## config.mk

```make
export PLATFORM = sky130hd
export DESIGN_NAME = vga_clk_rng
export DESIGN_NICKNAME = d
export VERILOG_FILES = /design/src/rtl/vga_clk_pkg.sv /design/src/rtl/vga_clk_rng_half_period_div.sv /design/src/rtl/vga_clk_rng.sv
export SDC_FILE = /design/constraint.sdc
export NUM_CORES = 1
export LEC_CHECK = 0
export CAP_MARGIN = 0
export CORE_ASPECT_RATIO = 1.4
export CORE_MARGIN = 8
export CORE_UTILIZATION = 56
export CTS_CLUSTER_DIAMETER = 60
export DETAILED_ROUTE_END_ITERATION = 10
export DONT_BUFFER_PORTS = 1
export GPL_ROUTABILITY_DRIVEN = 0
export PLACE_DENSITY = 0.83
export SYNTH_ARGS = -nofsm -noshare
export SYNTH_HDL_FRONTEND = slang
export SYNTH_SLANG_ARGS = --single-unit
```

## constraint.sdc

```tcl
create_clock -name in_clk -period 1.67 [get_ports in_clk]
set_input_delay 0.334 -clock in_clk [delete_from_list [all_inputs] [get_ports in_clk]]
set_output_delay 0.334 -clock in_clk [all_outputs]
set_load 0.02 [all_outputs]
```

## src/rtl/vga_clk_pkg.sv

```systemverilog
// Shared constants and the maximal-length XNOR LFSR tap table.
package vga_clk_pkg;

  localparam int PIX_HALF_DEF = 2;
  localparam int SEED_DEF     = 30504031;

  // One-hot mask for a 1-indexed tap position.
  function automatic logic [31:0] tap(input int pos);
    return 32'd1 << (pos - 1);
  endfunction

  // Tap mask for widths 3..32; bit (k-1) set means tap k feeds the XNOR.
  function automatic logic [31:0] lfsr_taps(input int n);
    logic [31:0] m;
    m = '0;
    case (n)
      3:  m = tap(3)  | tap(2);
      4:  m = tap(4)  | tap(3);
      5:  m = tap(5)  | tap(3);
      6:  m = tap(6)  | tap(5);
      7:  m = tap(7)  | tap(6);
      8:  m = tap(8)  | tap(6)  | tap(5)  | tap(4);
      9:  m = tap(9)  | tap(5);
      10: m = tap(10) | tap(7);
      11: m = tap(11) | tap(9);
      12: m = tap(12) | tap(6)  | tap(4)  | tap(1);
      13: m = tap(13) | tap(4)  | tap(3)  | tap(1);
      14: m = tap(14) | tap(5)  | tap(3)  | tap(1);
      15: m = tap(15) | tap(14);
      16: m = tap(16) | tap(15) | tap(13) | tap(4);
      17: m = tap(17) | tap(14);
      18: m = tap(18) | tap(11);
      19: m = tap(19) | tap(6)  | tap(2)  | tap(1);
      20: m = tap(20) | tap(17);
      21: m = tap(21) | tap(19);
      22: m = tap(22) | tap(21);
      23: m = tap(23) | tap(18);
      24: m = tap(24) | tap(23) | tap(22) | tap(17);
      25: m = tap(25) | tap(22);
      26: m = tap(26) | tap(6)  | tap(2)  | tap(1);
      27: m = tap(27) | tap(5)  | tap(2)  | tap(1);
      28: m = tap(28) | tap(25);
      29: m = tap(29) | tap(27);
      30: m = tap(30) | tap(6)  | tap(4)  | tap(1);
      31: m = tap(31) | tap(28);
      32: m = tap(32) | tap(22) | tap(2)  | tap(1);
      default: m = '0;
    endcase
    return m;
  endfunction

endpackage

```

## src/rtl/vga_clk_rng_half_period_div.sv

```systemverilog
// Half-period divider: toggles a registered clock every HALF input cycles and
// exposes the combinational pulse marking the cycle before each toggle.
module half_period_div #(
  parameter int HALF = 2
) (
  input  logic in_clk,
  input  logic reset,
  output logic tgl,
  output logic pulse
);

  // A counter of at least one bit keeps HALF=1 legal (toggle every cycle).
  localparam int            CW   = (HALF > 1) ? $clog2(HALF) : 1;
  localparam logic [CW-1:0] LAST = CW'(HALF - 1);

  logic [CW-1:0] cnt_reg;
  logic [CW-1:0] cnt_next;
  logic          tgl_reg;
  logic          tgl_next;

  assign pulse = (cnt_reg == LAST);
  assign tgl   = tgl_reg;

  // Wrap the counter and flip the output on the last cycle of each half-period.
  always_comb begin
    cnt_next = cnt_reg + 1'b1;
    tgl_next = tgl_reg;
    if (pulse) begin
      cnt_next = '0;
      tgl_next = ~tgl_reg;
    end
  end

  // Counter and toggle state; reset restarts the phase from zero.
  always_ff @(posedge in_clk or posedge reset) begin
    if (reset) begin
      cnt_reg <= '0;
      tgl_reg <= 1'b0;
    end else begin
      cnt_reg <= cnt_next;
      tgl_reg <= tgl_next;
    end
  end

endmodule

```

## src/rtl/vga_clk_rng.sv

```systemverilog
// Pixel clock, slow divided clock and a divided-clock-rate XNOR LFSR used for
// random maze wall bits. Everything runs in the in_clk domain.
module vga_clk_rng
  import vga_clk_pkg::*;
#(
  parameter int DIV_NUMBER = 50000,
  parameter int PIX_HALF   = PIX_HALF_DEF,
  parameter int NUM_BITS   = 25,
  parameter int SEED       = SEED_DEF
) (
  input  logic                in_clk,
  input  logic                reset,
  input  logic                i_enable,
  input  logic                i_seed_dv,
  input  logic [NUM_BITS-1:0] i_seed_data,
  output logic                clk_pix,
  output logic                div_clk,
  output logic [NUM_BITS-1:0] o_lfsr_data,
  output logic                o_lfsr_done
);

  // Reject unsupported widths/divisors and a tie-off seed that cannot fit.
  if ((NUM_BITS < 3) || (NUM_BITS > 32) || (DIV_NUMBER < 1) || (PIX_HALF < 1) ||
      (SEED < 0) || (longint'(SEED) >= (longint'(1) << NUM_BITS))) begin : g_bad_param
    $error("vga_clk_rng: unsupported parameter set");
  end

  localparam logic [31:0]         TAPS     = lfsr_taps(NUM_BITS);
  localparam logic [NUM_BITS-1:0] TAP_MASK = TAPS[NUM_BITS-1:0];

  logic                unused_pix_pulse;
  logic                div_pulse;
  logic                step;
  logic                fb;
  logic [NUM_BITS-1:0] shifted;
  logic [NUM_BITS-1:0] lfsr_reg;
  logic [NUM_BITS-1:0] lfsr_next;

  half_period_div #(.HALF(PIX_HALF)) u_pix_div (
    .in_clk (in_clk),
    .reset  (reset),
    .tgl    (clk_pix),
    .pulse  (unused_pix_pulse)
  );

  half_period_div #(.HALF(DIV_NUMBER)) u_slow_div (
    .in_clk (in_clk),
    .reset  (reset),
    .tgl    (div_clk),
    .pulse  (div_pulse)
  );

  // Step only on the wrap that precedes a div_clk rising edge, so the LFSR
  // update lands on the same edge as the rise.
  assign step = div_pulse & ~div_clk;

  // XNOR of the tap bits; all-ones is the lock-up state and is never left.
  assign fb = ~^(lfsr_reg & TAP_MASK);

  // Shift toward the MSB, feedback entering at bit 0.
  assign shifted[0] = fb;
  for (genvar gi = 1; gi < NUM_BITS; gi++) begin : g_shift
    assign shifted[gi] = lfsr_reg[gi-1];
  end

  // Seed load outranks a coincident step; otherwise hold.
  always_comb begin
    lfsr_next = lfsr_reg;
    if (i_enable && i_seed_dv) begin
      lfsr_next = i_seed_data;
    end else if (i_enable && step) begin
      lfsr_next = shifted;
    end
  end

  // LFSR state register, cleared to zero on reset.
  always_ff @(posedge in_clk or posedge reset) begin
    if (reset) begin
      lfsr_reg <= '0;
    end else begin
      lfsr_reg <= lfsr_next;
    end
  end

  assign o_lfsr_data = lfsr_reg;
  assign o_lfsr_done = (lfsr_reg == i_seed_data);

endmodule

```

==> impl_metrics.csv <==
group,metric,value,unit
grt,grt_pass1_vias,1935,
pwr,p_leak,1.20,nW
sta,rsz0062_at_grt,"yes",
clocking,cts_made_buffers,5,
grt,grt_remaining_overflow,0,
logic_synthesis,synth_area_leaders,"dfrtp_1 (47%), o221a_1 (9.7%), xor2_1 (7.9%), xnor2_1 (7.5%), or2_2 (6.7%)",
place,port_buffers,0,
logic_synthesis,yosysTopAreaCell,"dfrtp_1",
pwr,ir_drop,0.000789,V
critical_path,endpoint_kind,"output pin",
critical_path,crit_fanout,2,
grt,grt_max_degree,45,
clocking,cts_hold_buffers,0,
critical_path,crit_end,"o_lfsr_done",
sta,slew_viol_final,0,
drt,ant_nets,0,
critical_path,startpoint,"o_lfsr_data[20]$_DFFE_PP0P_",
logic_synthesis,synth_nets,228,
clocking,clock_path_buffers,2,
sta,max_slew_margin,62.9,%
pwr,p_seq_share,49.6,%
logic_synthesis,netlist.area_leader.share,47.2,%
drt,drc,0,
grt,grt_antenna_before_repair,0,
grt,grt_pass1_wl,9.90,mm
logic_synthesis,synth_area_per_cell,11.8,um2
clocking,cts_sinks,44,
critical_path,r2r-end,"o_lfsr_data[12]$_DFFE_PP0P_",
drt,drt_iter0_markers,90,
finish,drive_gt1_share,43.3,%
critical_path,crit_type,"reg2out",
finish,final_nets,281,
sta,max_freq,475,MHz
clocking,clock_latency,0.30,ns
critical_path,r2r_cells,5,
finish,fin_area,2910,um2
clocking,h-tree-depth,2,
pwr,p_sw,0.000734,W
logic_synthesis,async_reset_ff_share,100,%
flow_run,drv_cap,0,
sta,hold_violations,0,
logic_synthesis,yosys_most_used_dff,"dfrtp_1",
sta,period_share,126,%
floorplanning,io_pins,57,
critical_path,start_kind,"flop",
logic_synthesis,syn_area,2330,um2
sta,fin_ws,-0.437,ns
sta,tightest_slew,0.556,ns
finish,fin_cells,297,
place,dp_hpwl,4.62,mm
logic_synthesis,yosys-top-cells-count,"dfrtp_1 (44), or2_2 (25), xor2_1 (21)",
finish,area_growth,24.7,%
logic_synthesis,syn_inst,198,
logic_synthesis,yosysUniqueCellTypes,26,
critical_path,regToRegSetupSlack,0.06,ns
sta,setup_viol,1,
drt,vias,1763,
clocking,cts.clk_slew.worst_paths,0.09,ns
drt,drt_pass1_iterations,6,
min_path,hold_class,"in2async",
floorplanning,die_w,70.5,um
pwr,powerDensity,835,nW/um2
finish,largest_reg_flops,25,
run_status,violations,"setup timing",
logic_synthesis,synth_most_common_cell,"dfrtp_1",
finish,diodes,0,
logic_synthesis,ys_seq_elements,44,
pwr,clockPowerShare,26.8,%
clocking,root_buffer,"clkbuf_8",
pwr,p_comb_share,23.6,%
floorplanning,rows,28,
drt,drt_wl_total,6.26,mm
sta,skew,0.0113,ns
clocking,tritoncts,"yes",
logic_synthesis,synth_edf_count,0,
place,place_area,2740,um2
grt,grt_usage,19.2,%
critical_path,worstPathArrival,1.77,ns
floorplanning,coreArea,4100,um2
logic_synthesis,synth_warnings,0,
floorplanning,die_h,92.4,um
drt,vias_per_cell,5.94,
critical_path,worstPathRequired,1.34,ns
run_status,status,"finished with violations",
pwr,switching_share,30.2,%
floorplanning,fp.dieArea,6510,um2
place,dp.cells,286,
sta,finalCriticalPeriod,2.11,ns
critical_path,worstReg2RegStart,"u_slow_div.cnt_reg[7]$_DFF_PP0_",
logic_synthesis,synth_seq_area_share,47.2,%
pwr,p_int,0.00169,W
floorplanning,initial_utilization,56.9,%
drt,wl_per_cell,21.1,um
how the worst min path moves through the flow:
stage                         startpoint                              end  cells past startpoint
2_1_floorplan  u_pix_div.pulse$_DFF_PP0_        u_pix_div.pulse$_DFF_PP0_                      1
3_3_place_gp                       reset      o_lfsr_data[19]$_DFFE_PP0P_                      2
3_5_place_dp                       reset  u_slow_div.cnt_reg[9]$_DFF_PP0_                      2
4_1_cts                            reset  u_slow_div.cnt_reg[4]$_DFF_PP0_                      2
5_1_grt                            reset      o_lfsr_data[16]$_DFFE_PP0P_                      2
6_report                           reset      o_lfsr_data[16]$_DFFE_PP0P_                      2
critical path, cell delays in order, from the launching register on:
cell	delay [ns]
dfrtp_2	0.42
xor2_1	0.19
nor4_2	0.29
nand4_1	0.21
nor4_4	0.18
buf_4	0.18
power by group through the flow:
stage          clock [W]  sequential (W)  combinational (W)
2_1_floorplan          0         0.00135           0.000222
3_3_place_gp           0         0.00122           0.000546
3_5_place_dp           0         0.00122           0.000561
4_1_cts         0.000672         0.00120           0.000567
5_1_grt         0.000708         0.00121           0.000613
6_report        0.000651         0.00120           0.000573
area by class of cell:
cell class | instances | area, um2
Multi-Input combinational cell | 145 | 1250
Fill cell | 306 | 1190
Sequential cell | 44 | 1110
Timing Repair Buffer | 50 | 388
Clock buffer | 7 | 76.3
Tap cell | 45 | 56.3
Inverter | 5 | 18.8
Clock inverter | 1 | 5.00
kinds of logic after synthesis:
| group | Yosys count | share of synthesized area [%] |
|---|---|---|
| flops | 44 | 47.2 |
| compound gates | 27 | 13.2 |
| simple gates | 74 | 20.6 |
| xor+xnor | 41 | 15.4 |
| fa+ha+maj | 1 | 0.536 |
| buf+inv | 11 | 3.06 |
layer usage:
metal,vias up,track usage (%),wire length [um]
li1,825,-,-
met1,872,19.0,2090
met2,52,34.7,3480
met3,14,7.92,534
met4,0,6.92,147
met5,-,0,0
per-stage QoR:
stage	total power, W	TNS (ns)	worst slack [ns]	util (%)	hold slack, ns
2_1_floorplan	0.00157	0	0.00803	-	0.413
3_3_place_gp	0.00176	-0.0175	-0.0175	66.8	0.390
3_5_place_dp	0.00178	-0.345	-0.136	66.8	0.395
4_1_cts	0.00244	-0.470	-0.470	69.2	0.0606
5_1_grt	0.00253	-0.556	-0.536	70.9	0.0836
6_report	0.00243	-0.437	-0.437	70.9	0.0389
cell usage in the layout, fill, tap and decap left out, types with 5 or more instances in the layout:
cell type  count
nor2_1        12
xor2_1        21
nand3_1        6
buf_4         49
or2_2         25
nand4_1        6
clkbuf_8       5
o221a_2        5
nor3_1         5
xnor2_1       20
dfrtp_2        6
dfrtp_1       38
o221a_1       20
repair_timing:
action	in CTS	in global routing
setup buffers	0	1
endpoints found under the setup margin	26	29
gates resized for setup	1	8
cloned	1	1
pin swaps	2	6
Power figures use the tool's default switching activity.
